**src/rtl/alu.sv**
```systemverilog
`default_nettype none
// ============================================================================
// Module      : alu
// Description : Single-cycle registered ALU with carry/borrow and zero flags.
// Revision    : 1.0 - initial release
// ============================================================================
module alu #(
    parameter int NB_DATA = 8,
    parameter int NB_OP   = 6
) (
    input  logic               i_clk,
    input  logic               i_rst_n,
    input  logic [NB_DATA-1:0] i_A,
    input  logic [NB_DATA-1:0] i_B,
    input  logic [NB_OP-1:0]   i_OP,
    output logic [NB_DATA-1:0] o_led,
    output logic               o_carry,
    output logic               o_zero
);

    localparam logic [NB_OP-1:0] OP_ADD = NB_OP'(6'b100000);
    localparam logic [NB_OP-1:0] OP_SUB = NB_OP'(6'b100010);
    localparam logic [NB_OP-1:0] OP_AND = NB_OP'(6'b100100);
    localparam logic [NB_OP-1:0] OP_OR  = NB_OP'(6'b100101);
    localparam logic [NB_OP-1:0] OP_XOR = NB_OP'(6'b100110);
    localparam logic [NB_OP-1:0] OP_NOR = NB_OP'(6'b100111);
    localparam logic [NB_OP-1:0] OP_SRA = NB_OP'(6'b000011);
    localparam logic [NB_OP-1:0] OP_SRL = NB_OP'(6'b000010);

    localparam logic [NB_DATA:0] C_WIDTH = (NB_DATA+1)'(NB_DATA);

    logic [NB_DATA:0]   w_sum;
    logic [NB_DATA:0]   w_diff;
    logic               w_shift_sat;
    logic [NB_DATA-1:0] w_srl;
    logic [NB_DATA-1:0] w_sra;

    logic [NB_DATA-1:0] result_d, result_q;
    logic               carry_d,  carry_q;
    logic               zero_d,   zero_q;

    // The extra top bit carries the add carry-out / subtract borrow.
    assign w_sum  = {1'b0, i_A} + {1'b0, i_B};
    assign w_diff = {1'b0, i_A} - {1'b0, i_B};

    assign w_shift_sat = ({1'b0, i_B} >= C_WIDTH);
    assign w_srl = w_shift_sat ? '0 : (i_A >> i_B);
    assign w_sra = w_shift_sat ? {NB_DATA{i_A[NB_DATA-1]}}
                               : NB_DATA'($signed(i_A) >>> i_B);

    always_comb begin
        result_d = '0;
        carry_d  = 1'b0;
        case (i_OP)
            OP_ADD: begin
                result_d = w_sum[NB_DATA-1:0];
                carry_d  = w_sum[NB_DATA];
            end
            OP_SUB: begin
                result_d = w_diff[NB_DATA-1:0];
                carry_d  = w_diff[NB_DATA];
            end
            OP_AND:  result_d = i_A & i_B;
            OP_OR:   result_d = i_A | i_B;
            OP_XOR:  result_d = i_A ^ i_B;
            OP_NOR:  result_d = ~(i_A | i_B);
            OP_SRA:  result_d = w_sra;
            OP_SRL:  result_d = w_srl;
            default: begin
                result_d = '0;
                carry_d  = 1'b0;
            end
        endcase
        zero_d = (result_d == '0);
    end

    always_ff @(posedge i_clk or negedge i_rst_n) begin
        if (!i_rst_n) begin
            result_q <= '0;
            carry_q  <= 1'b0;
            zero_q   <= 1'b0;
        end else begin
            result_q <= result_d;
            carry_q  <= carry_d;
            zero_q   <= zero_d;
        end
    end

    assign o_led   = result_q;
    assign o_carry = carry_q;
    assign o_zero  = zero_q;

endmodule
`default_nettype wire

```
**config.mk**
```make
export PLATFORM = sky130hd
export DESIGN_NAME = alu
export DESIGN_NICKNAME = d
export VERILOG_FILES = /design/src/rtl/alu.sv
export SDC_FILE = /design/constraint.sdc
export NUM_CORES = 1
export LEC_CHECK = 0
export ABC_AREA = 1
export CAP_MARGIN = 20
export CORE_MARGIN = 4
export CORE_UTILIZATION = 56
export CTS_CLUSTER_SIZE = 8
export DETAILED_ROUTE_END_ITERATION = 16
export GPL_TIMING_DRIVEN = 0
export PLACE_DENSITY = 0.82
export SYNTH_ARGS = -nofsm -noshare
export SYNTH_HDL_FRONTEND = slang
export SYNTH_SLANG_ARGS = --single-unit
```
**constraint.sdc**
```tcl
create_clock -name i_clk -period 0.8 [get_ports i_clk]
set_input_delay 0.16 -clock i_clk [delete_from_list [all_inputs] [get_ports i_clk]]
set_output_delay 0.16 -clock i_clk [all_outputs]
set_load 0.03 [all_outputs]
```
==> impl_results.md, run 1 <==
- Routability congestion estimate from global placement: 0.975
- Mean instance size in the synthesized netlist: 5.81 um2
- Total of flip-flops plus latches after synthesis: 10
- Mux share of post-synthesis cell area: 0%
- # clock sinks: 10
- Ranking of synthesized cells by area: sky130_fd_sc_hd__nand2_1 18%, sky130_fd_sc_hd__ha_1 14%, sky130_fd_sc_hd__nand3_1 14%
- Post-synth net total: 446
- Most instantiated library cell after synthesis: sky130_fd_sc_hd__nand2_1
- Top-level port count: 34
- Number of warnings reported in the yosys synthesis log: 0
- Number of buffers on the longest clock path: 2
- Run status: did not finish
- Simple-gate portion of the synthesized area: 53.6%
- Distinct cell type count after synthesis: 35
- Maximum level of the CTS H-tree: 1
- Post-synthesis instance area: 2300 um2
- Cts bufs inserted: 3
- Number of enable flip-flop cells after synthesis: 0
- Share of synthesized area occupied by flip-flops and latches: 10.9%
- DIE HEIGHT: 72.0 um
- Sum of net half-perimeters after detailed placement: 6.23 mm
- GRT overflow: 131
- Async set or reset register ratio after synthesis: 100%
- Placement row count: 23
- Number of instances in the synthesized netlist: 395
- Total of buffers placed on input and output ports: 33
- Post-synth top area cell: sky130_fd_sc_hd__nand2_1
- Global Route Usage Sum: 76.5%
- Placement Cell Area: 2870 um2
- Largest family of logic cells by synthesized area: simple AND/OR/NAND/NOR gates
- Top cell types by occurrence after synthesis: 112 x sky130_fd_sc_hd__nand2_1, 62 x sky130_fd_sc_hd__nand3_1, 40 x sky130_fd_sc_hd__nor2_1
- Commonest register cell after synthesis: sky130_fd_sc_hd__dfrtp_1
- Clock tree root driver cell: sky130_fd_sc_hd__clkbuf_8
- Hold-fix buffer count after cts: 0
- Share of the synthesized area in compound gates (AO/OA/AOI/OAI): 8.50%
- Maximum number of pins on one net before global-route repair: 11
- Stage at which the run stopped: global routing (5_1_grt)
- Effective utilization at floorplan: 57.8%
- Post-placement cell count: 478
- Synth Area in Adders: 15.4%
- Area share of the largest cell type after synthesis: 18.3%
- Log Error: [ERROR GRT-0232] Routing congestion too high. Check the congestion heatmap in the GUI.
- Kind of pin the worst path terminates on: sequential cell input
- X dimension of the die: 72.0 um
- Worst endpoint, post-GRT repair: o_zero$_DFF_PN0_/D
- Share of the synthesized netlist area taken by xor and xnor gates: 0.763%
## per-stage QoR
step	util, %	hold slack [ns]	setup WS [ns]
floorplan	-	-0.136	-0.729
global placement	72.3	0.480	-1.83
detailed placement	72.3	0.487	-1.84
CTS	88.3	0.236	-0.841
## per-layer routing
metal,overflow,track usage [%]
met4,47,88.3
met2,84,98.7
met3,0,51.7
met1,0,74.4
met5,0,5.05
## kinds of logic after synthesis
group,after synthesis
simple gates,262
buf+inv,59
compound gates,35
fa+ha+maj,27
flops,10
xor+xnor,2
## repair_timing
action	4_1_cts
setup buffers	30
pin swaps	43
gates cloned	3
setup endpoints to repair	20
resized for setup	281
==> run 2: changes to the inputs <==
Settings changed: CORE_UTILIZATION 56 to 40, CTS_CLUSTER_SIZE 8 to default, PLACE_DENSITY 0.82 to default, PLACE_DENSITY_LB_ADDON from default to 0.15.
==> impl_results.md, run 2 <==
- Run status: finished with violations
- Failing checks: negative setup slack
- Peak-usage layer in the global routing report: met2
- Ranking of synthesized cells by area: sky130_fd_sc_hd__nand2_1 18%, sky130_fd_sc_hd__ha_1 14%, sky130_fd_sc_hd__nand3_1 14%
- Final net count: 528
- Area Overhead vs Synth: 62.1%
- Number of global-route vias before repair: 2870
- Commonest register cell after synthesis: sky130_fd_sc_hd__dfrtp_1
- Placement row count: 27 (+17%)
- DIE HEIGHT: 83.8 um (+16%)
- Most frequent cell on the critical path: sky130_fd_sc_hd__nor2_1
- Number of antenna violations at the first check in global routing: 0
- Sum of net half-perimeters after detailed placement: 6.25 mm (+0.44%)
- Detailed router's first-iteration violation count: 271
- Data required time of the worst path: 0.97 ns
- Unrepaired setup endpoints after global routing: yes
- Worst path bufs/invs: 1
- Post-synth top area cell: sky130_fd_sc_hd__nand2_1
- Global-route wire length before repair: 13.8 mm
- Global Route Usage Sum: 24.0%
- Maximum number of pins on one net before global-route repair: 11
- Via count: 3059
- CP top delay family: simple AND/OR/NAND/NOR gates
- Max-capacitance violation count: 0
- PnR worst setup slack: -0.840 ns
- Wire length after detailed routing: 8.62 mm
- Post-layout instance count excluding filler cells: 548
- Worst Tran Pin Value: 0.444 ns
- GRT overflow: 0
- Global Route met3 Usage: 3.75%
- Number of instances in the synthesized netlist: 395 (unchanged)
- Number of max-slew violations in the final report: 0
- Post-synthesis instance area: 2300 um2 (unchanged)
- Final setup violation count: 20
- Slew Limit Headroom: 70.3%
- Area of the die: 7020 um2
- Async set or reset register ratio after synthesis: 100% (unchanged)
- Shortest period the worst path allows: 1.64 ns
- Average wire per cell in the routed design: 15.7 um
- Type of origin of the critical path: input pin
- CP arrival: 1.81 ns
- Leak Pwr: 1.77 nW
- Clock tree root driver cell: sky130_fd_sc_hd__clkbuf_8
- Worst setup path category: in -> reg
- Endpoint class of the critical path: flip-flop
- Post-CTS clock slew at the launch and capture registers of the worst setup and hold paths: 0.05 ns
- Critical-path top delay cell: sky130_fd_sc_hd__fa_2
- Utilization after layout: 67.2%
- Class of the tightest hold or removal check: in -> async
- Count of antenna-violating nets left after detailed routing: 0
- Detail-routed via count per cell: 5.58
- Maximum achievable frequency: 0.610 GHz
- GR Layer Usage met1: 30.5%
- Met2 demand-to-capacity share in global routing: 41.0%
- Cts bufs inserted: 3 (unchanged)
- Share of synthesized area occupied by flip-flops and latches: 10.9% (unchanged)
- Clock tree from TritonCTS: built
- Most used cells in the layout excluding fill and tap cells: 100 x sky130_fd_sc_hd__nand2_1, 47 x sky130_fd_sc_hd__nand3_1, 44 x sky130_fd_sc_hd__buf_4
- Slowest Stage Delay on Critical Path: 0.40 ns
- Total of flip-flops plus latches after synthesis: 10 (unchanged)
- Most frequent standard cell in the layout excluding fill and tap cells: sky130_fd_sc_hd__nand2_1
- Post-placement cell count: 500 (+4.6%)
- Total of buffers placed on input and output ports: 33 (unchanged)
- Worst VDD drop: 0.896 mV
- Most instantiated library cell after synthesis: sky130_fd_sc_hd__nand2_1
- Period utilisation layout: 205%
- Placeable core region: 5540 um2
- Mean instance size in the synthesized netlist: 5.81 um2 (unchanged)
- Largest fanout on the critical path: 3
- Number of enable flip-flop cells after synthesis: 0 (unchanged)
- Max reg flops: 8
- Top cell types by occurrence after synthesis: 112 x sky130_fd_sc_hd__nand2_1, 62 x sky130_fd_sc_hd__nand3_1, 40 x sky130_fd_sc_hd__nor2_1
- Post-synth net total: 446 (unchanged)
- Pre-antenna DRT Iters: 4
- DRC viols: 0
- Design Power: 0.00305 W
- Distinct cell type count after synthesis: 35 (unchanged)
- Number of buffers on the longest clock path: 2 (unchanged)
- Number of warnings reported in the yosys synthesis log: 0 (unchanged)
- Antenna cell count: 0
- Final hold violation count: 0
- # clock sinks: 10 (unchanged)
- Maximum level of the CTS H-tree: 1 (unchanged)
- X dimension of the die: 83.8 um (+16%)
- Routability congestion estimate from global placement: 0.911 (-6.6%)
- Layout cells sized above 1: 45.2%
- Area share of the largest cell type after synthesis: 18.3% (unchanged)
- Cell chain of the critical path: buf_12 -> ha_4 -> fa_2 -> xnor2_2 -> nor2_1 -> a21oi_1 -> nand3_1 -> nor2_1 -> nand2_1 -> nor2_1 -> nand4_1 -> nor2_1
- Total power divided by cell area: 820 nW/um2
- Effective utilization at floorplan: 41.4% (-16 points)
- Top-level port count: 34 (unchanged)
- Hold-fix buffer count after cts: 0 (unchanged)
[run 2: cell counts after synthesis]
No cell type changed its count.
[run 2: cell families after synthesis]
logic type,synth area share [%]
buffers and inverters,10.8
adders and majority gates,15.4
DFF,10.9
and+or+nand+nor,53.6
xor gates and xnor gates,0.763
AOI/OAI and AO/OA,8.50
[run 2: cell type report]
class                   instances  area [um2]
clock buffers                   4        55.1
fillers                       503        1820
plain buffers                   7        72.6
inverters                      50         255
well taps                      72        90.1
flip-flops and latches         10         250
multi-input cells             326        2240
repair buffers                 79         758
[run 2: worst paths after layout]
kind                       depth (start not counted)    start  slack (ns)       end
max                                               12   i_A[0]       -0.84    o_zero
min                                                1  i_rst_n        0.23  o_led[7]
max in group asynchronous                          1  i_rst_n        0.26  o_led[4]
min in group i_clk                                 6   i_B[3]        0.32  o_led[4]
[run 2: through the flow]
step	instance area (um2)	setup TNS, ns	setup slack, ns	hold slack [ns]
finish	3720	-7.09	-0.840	0.231
detailed placement	2900	-19.30	-1.89	0.500
global placement	2900	-18.92	-1.87	0.493
floorplan	2480	-5.23	-0.729	-0.136
CTS	3540	-7.22	-0.865	0.244
global route	3720	-8.03	-0.878	0.290
[run 2: where the power goes]
group / leakage [nW] / switching, W / total (W) / internal [W]
sequential: 0.135 / 0.0000125 / 0.000549 / 0.000536
clock: 0.0288 / 0.000211 / 0.000644 / 0.000434
combinational: 1.61 / 0.00105 / 0.00186 / 0.000811
total: 1.77 / 0.00127 / 0.00305 / 0.00178
[run 2: what timing repair did]
action	4_1_cts	5_1_grt
setup buffers	39	7
pin swaps	55	44
gates cloned	1	0
gates resized for setup	256	43
endpoints found under the setup margin	20	20
[run 2: layer usage]
| metal | part of all wire [%] | wire (um) |
|---|---|---|
| met3 | 7.4 | 642 |
| met1 | 42 | 3650 |
| met4 | 2.8 | 244 |
| met2 | 47 | 4080 |
| met5 | 0 | 0 |
Power figures use the tool's default switching activity.
==> run 3: changes to the inputs <==
Settings changed: CORE_MARGIN 4 to 1.5, HOLD_SLACK_MARGIN from default to 0.08.
==> impl_results.md, run 3 (synthesized netlist as in run 2, its figures left out) <==
- Run status: finished with violations
- Failing checks: negative setup slack
- Global Route Usage Sum: 27.0% (+3.1 points)
- Cell chain of the critical path: buf_6 -> ha_4 -> fa_2 -> xnor2_2 -> nor2_1 -> a21oi_1 -> nand3_1 -> nor2_1 -> nand2_1 -> nor2_1 -> nand4_1 -> nor2_1
- Post-Route Setup TNS: -7.52 ns (-0.429 ns)
- Worst Tran Pin Value: 0.459 ns (+0.0148 ns)
- Final setup violation count: 20 (unchanged)
- Most frequent standard cell in the layout excluding fill and tap cells: sky130_fd_sc_hd__nand2_1
- Design area: 3850 um2 (+3.5%)
- Sum of net half-perimeters after detailed placement: 5.96 mm (-4.7%)
- Psw: 0.00132 W (+3.9%)
- Placement row count: 27 (unchanged)
- Clock tree root driver cell: sky130_fd_sc_hd__clkbuf_8
- DIE HEIGHT: 78.8 um (-6.0%)
- Routability congestion estimate from global placement: 0.972 (+6.7%)
- Slew Limit Headroom: 69.3% (-0.99 points)
- Antenna cell count: 0 (unchanged)
- Maximum number of pins on one net before global-route repair: 11 (unchanged)
- Post-CTS clock slew at the launch and capture registers of the worst setup and hold paths: 0.05 ns (about the same)
- Type of origin of the critical path: input pin
- Crit path launch: i_B[0]
- Layout cells sized above 1: 48.5% (+3.4 points)
- Slowest Stage Delay on Critical Path: 0.41 ns (about the same)
- Leak Pwr: 1.82 nW (+2.9%)
- Largest fanout on the critical path: 4 (+1)
- Final net count: 526 (-0.38%)
- Effective utilization at floorplan: 41.7% (+0.25 points)
- Area of the die: 6200 um2 (-12%)
- Total of buffers placed on input and output ports: 33 (unchanged)
- Final hold violation count: 0 (unchanged)
- Wire length after detailed routing: 8.56 mm (-0.68%)
- Power share of the combinational group: 61.9% (+1.0 points)
- Number of buffers on the longest clock path: 2 (unchanged)
- Unrepaired setup endpoints after global routing: yes
- X dimension of the die: 78.8 um (-6.0%)
- Shortest period the worst path allows: 1.74 ns (+0.100 ns)
- Part of the power in the clock network: 20.4% (-0.7 points)
- Pre-antenna DRT Iters: 5 (+1)
- Number of max-slew violations in the final report: 0 (unchanged)
- Worst VDD drop: 0.700 mV (-22%)
- Clock tree from TritonCTS: built
- Max-capacitance violation count: 0 (unchanged)
- GRT overflow: 0 (unchanged)
- Class of the tightest hold or removal check: in -> async
- Worst setup path category: in -> reg
- Data required time of the worst path: 0.97 ns (about the same)
- Maximum achievable frequency: 0.575 GHz (-5.8%)
- Sequential cell fraction of total power: 17.6% (-0.4 points)
- Top-level port count: 34 (unchanged)
- Detailed router's first-iteration violation count: 248 (-8.5%)
- Placement Cell Area: 2900 um2 (unchanged)
- Total power divided by cell area: 810 nW/um2 (-1.2%)
- CP arrival: 1.91 ns (+0.10 ns)
- Placeable core region: 5510 um2 (-0.61%)
- Most used cells in the layout excluding fill and tap cells: 85 x sky130_fd_sc_hd__nand2_1, 50 x sky130_fd_sc_hd__nand3_1, 31 x sky130_fd_sc_hd__buf_6
- Period utilisation layout: 217% (+13 points)
- PnR worst setup slack: -0.940 ns (-0.100 ns)
- Setup slack after placement: -1.87 ns (+0.0212 ns)
- Count of antenna-violating nets left after detailed routing: 0 (unchanged)
- Number of global-route vias before repair: 2803 (-2.3%)
- Max reg flops: 8 (unchanged)
- DRC viols: 0 (unchanged)
- Detail-routed via count per cell: 5.65 (+1.2%)
- Cts bufs inserted: 3 (unchanged)
- Average wire per cell in the routed design: 15.7 um (-0.32%)
- Switching Share: 42.4% (+0.70 points)
- Area Overhead vs Synth: 67.7%
- Maximum level of the CTS H-tree: 1 (unchanged)
- Global-route wire length before repair: 13.3 mm (-3.3%)
- Most frequent cell on the critical path: sky130_fd_sc_hd__nor2_1
- Internal power: 0.00180 W (+0.96%)
- # clock sinks: 10 (unchanged)
- Critical-path top delay cell: sky130_fd_sc_hd__fa_2
- Worst hold slack after final layout: 0.237 ns (+0.00590 ns)
- Endpoint class of the critical path: flip-flop
- Number of antenna violations at the first check in global routing: 0 (unchanged)
- Via count: 3084 (+0.82%)
[run 3: worst paths after layout]
path / slack [ns] / cells past startpoint / end
setup / recovery: -0.94 / 12 / o_zero
max in group asynchronous: 0.24 / 1 / o_led[3]
min in group i_clk: 0.32 / 3 / o_carry
hold / removal: 0.24 / 1 / o_led[7]
[run 3: power by group through the flow]
stage	clock network, W	logic [W]	registers (W)
finish	0.000638	0.00193	0.000549
global placement	0	0.00134	0.000550
floorplan	0	0.000812	0.000613
global route	0.000695	0.00206	0.000551
detailed placement	0	0.00134	0.000551
CTS	0.000634	0.00165	0.000550
[run 3: critical path: cells and delay by family]
family | cells | cell delay (ns)
xor+xnor | 1 | 0.15
buf+inv | 1 | 0.11
compound gates | 1 | 0.17
simple gates | 7 | 0.73
fa+ha+maj | 2 | 0.57
[run 3: final cells by class]
| type | instances | area, um2 |
|---|---|---|
| multi-input cells | 327 | 2360 |
| fillers | 456 | 1660 |
| repair buffers | 76 | 753 |
| inverters | 50 | 275 |
| flip-flops and latches | 10 | 250 |
| well taps | 72 | 90.1 |
| plain buffers | 7 | 70.1 |
| clock buffers | 4 | 55.1 |
[run 3: what timing repair did]
action / in CTS / in global routing
gates resized for setup: 272 / 88
buffers inserted: 28 / 13
hold buffers: 0 / 0
pin swaps: 61 / 50
endpoints found under the setup margin: 20 / 20
gates cloned: 2 / 2
[run 3: metal layers]
layer | share of wire, % | vias up | track usage [%]
met2 | 47 | 171 | 46.6
met5 | 0 | - | 0
met3 | 6.6 | 40 | 2.07
li1 | - | 1458 | -
met1 | 42 | 1415 | 34.7
met4 | 4.6 | 0 | 10.9
[run 3: through the flow]
stage	cells	utilization, %	total power [W]
detailed placement	500	52.6	0.00189
CTS	532	63.4	0.00283
global placement	500	52.6	0.00189
floorplan	395	-	0.00143
finish	546	69.9	0.00312
global route	546	69.9	0.00330
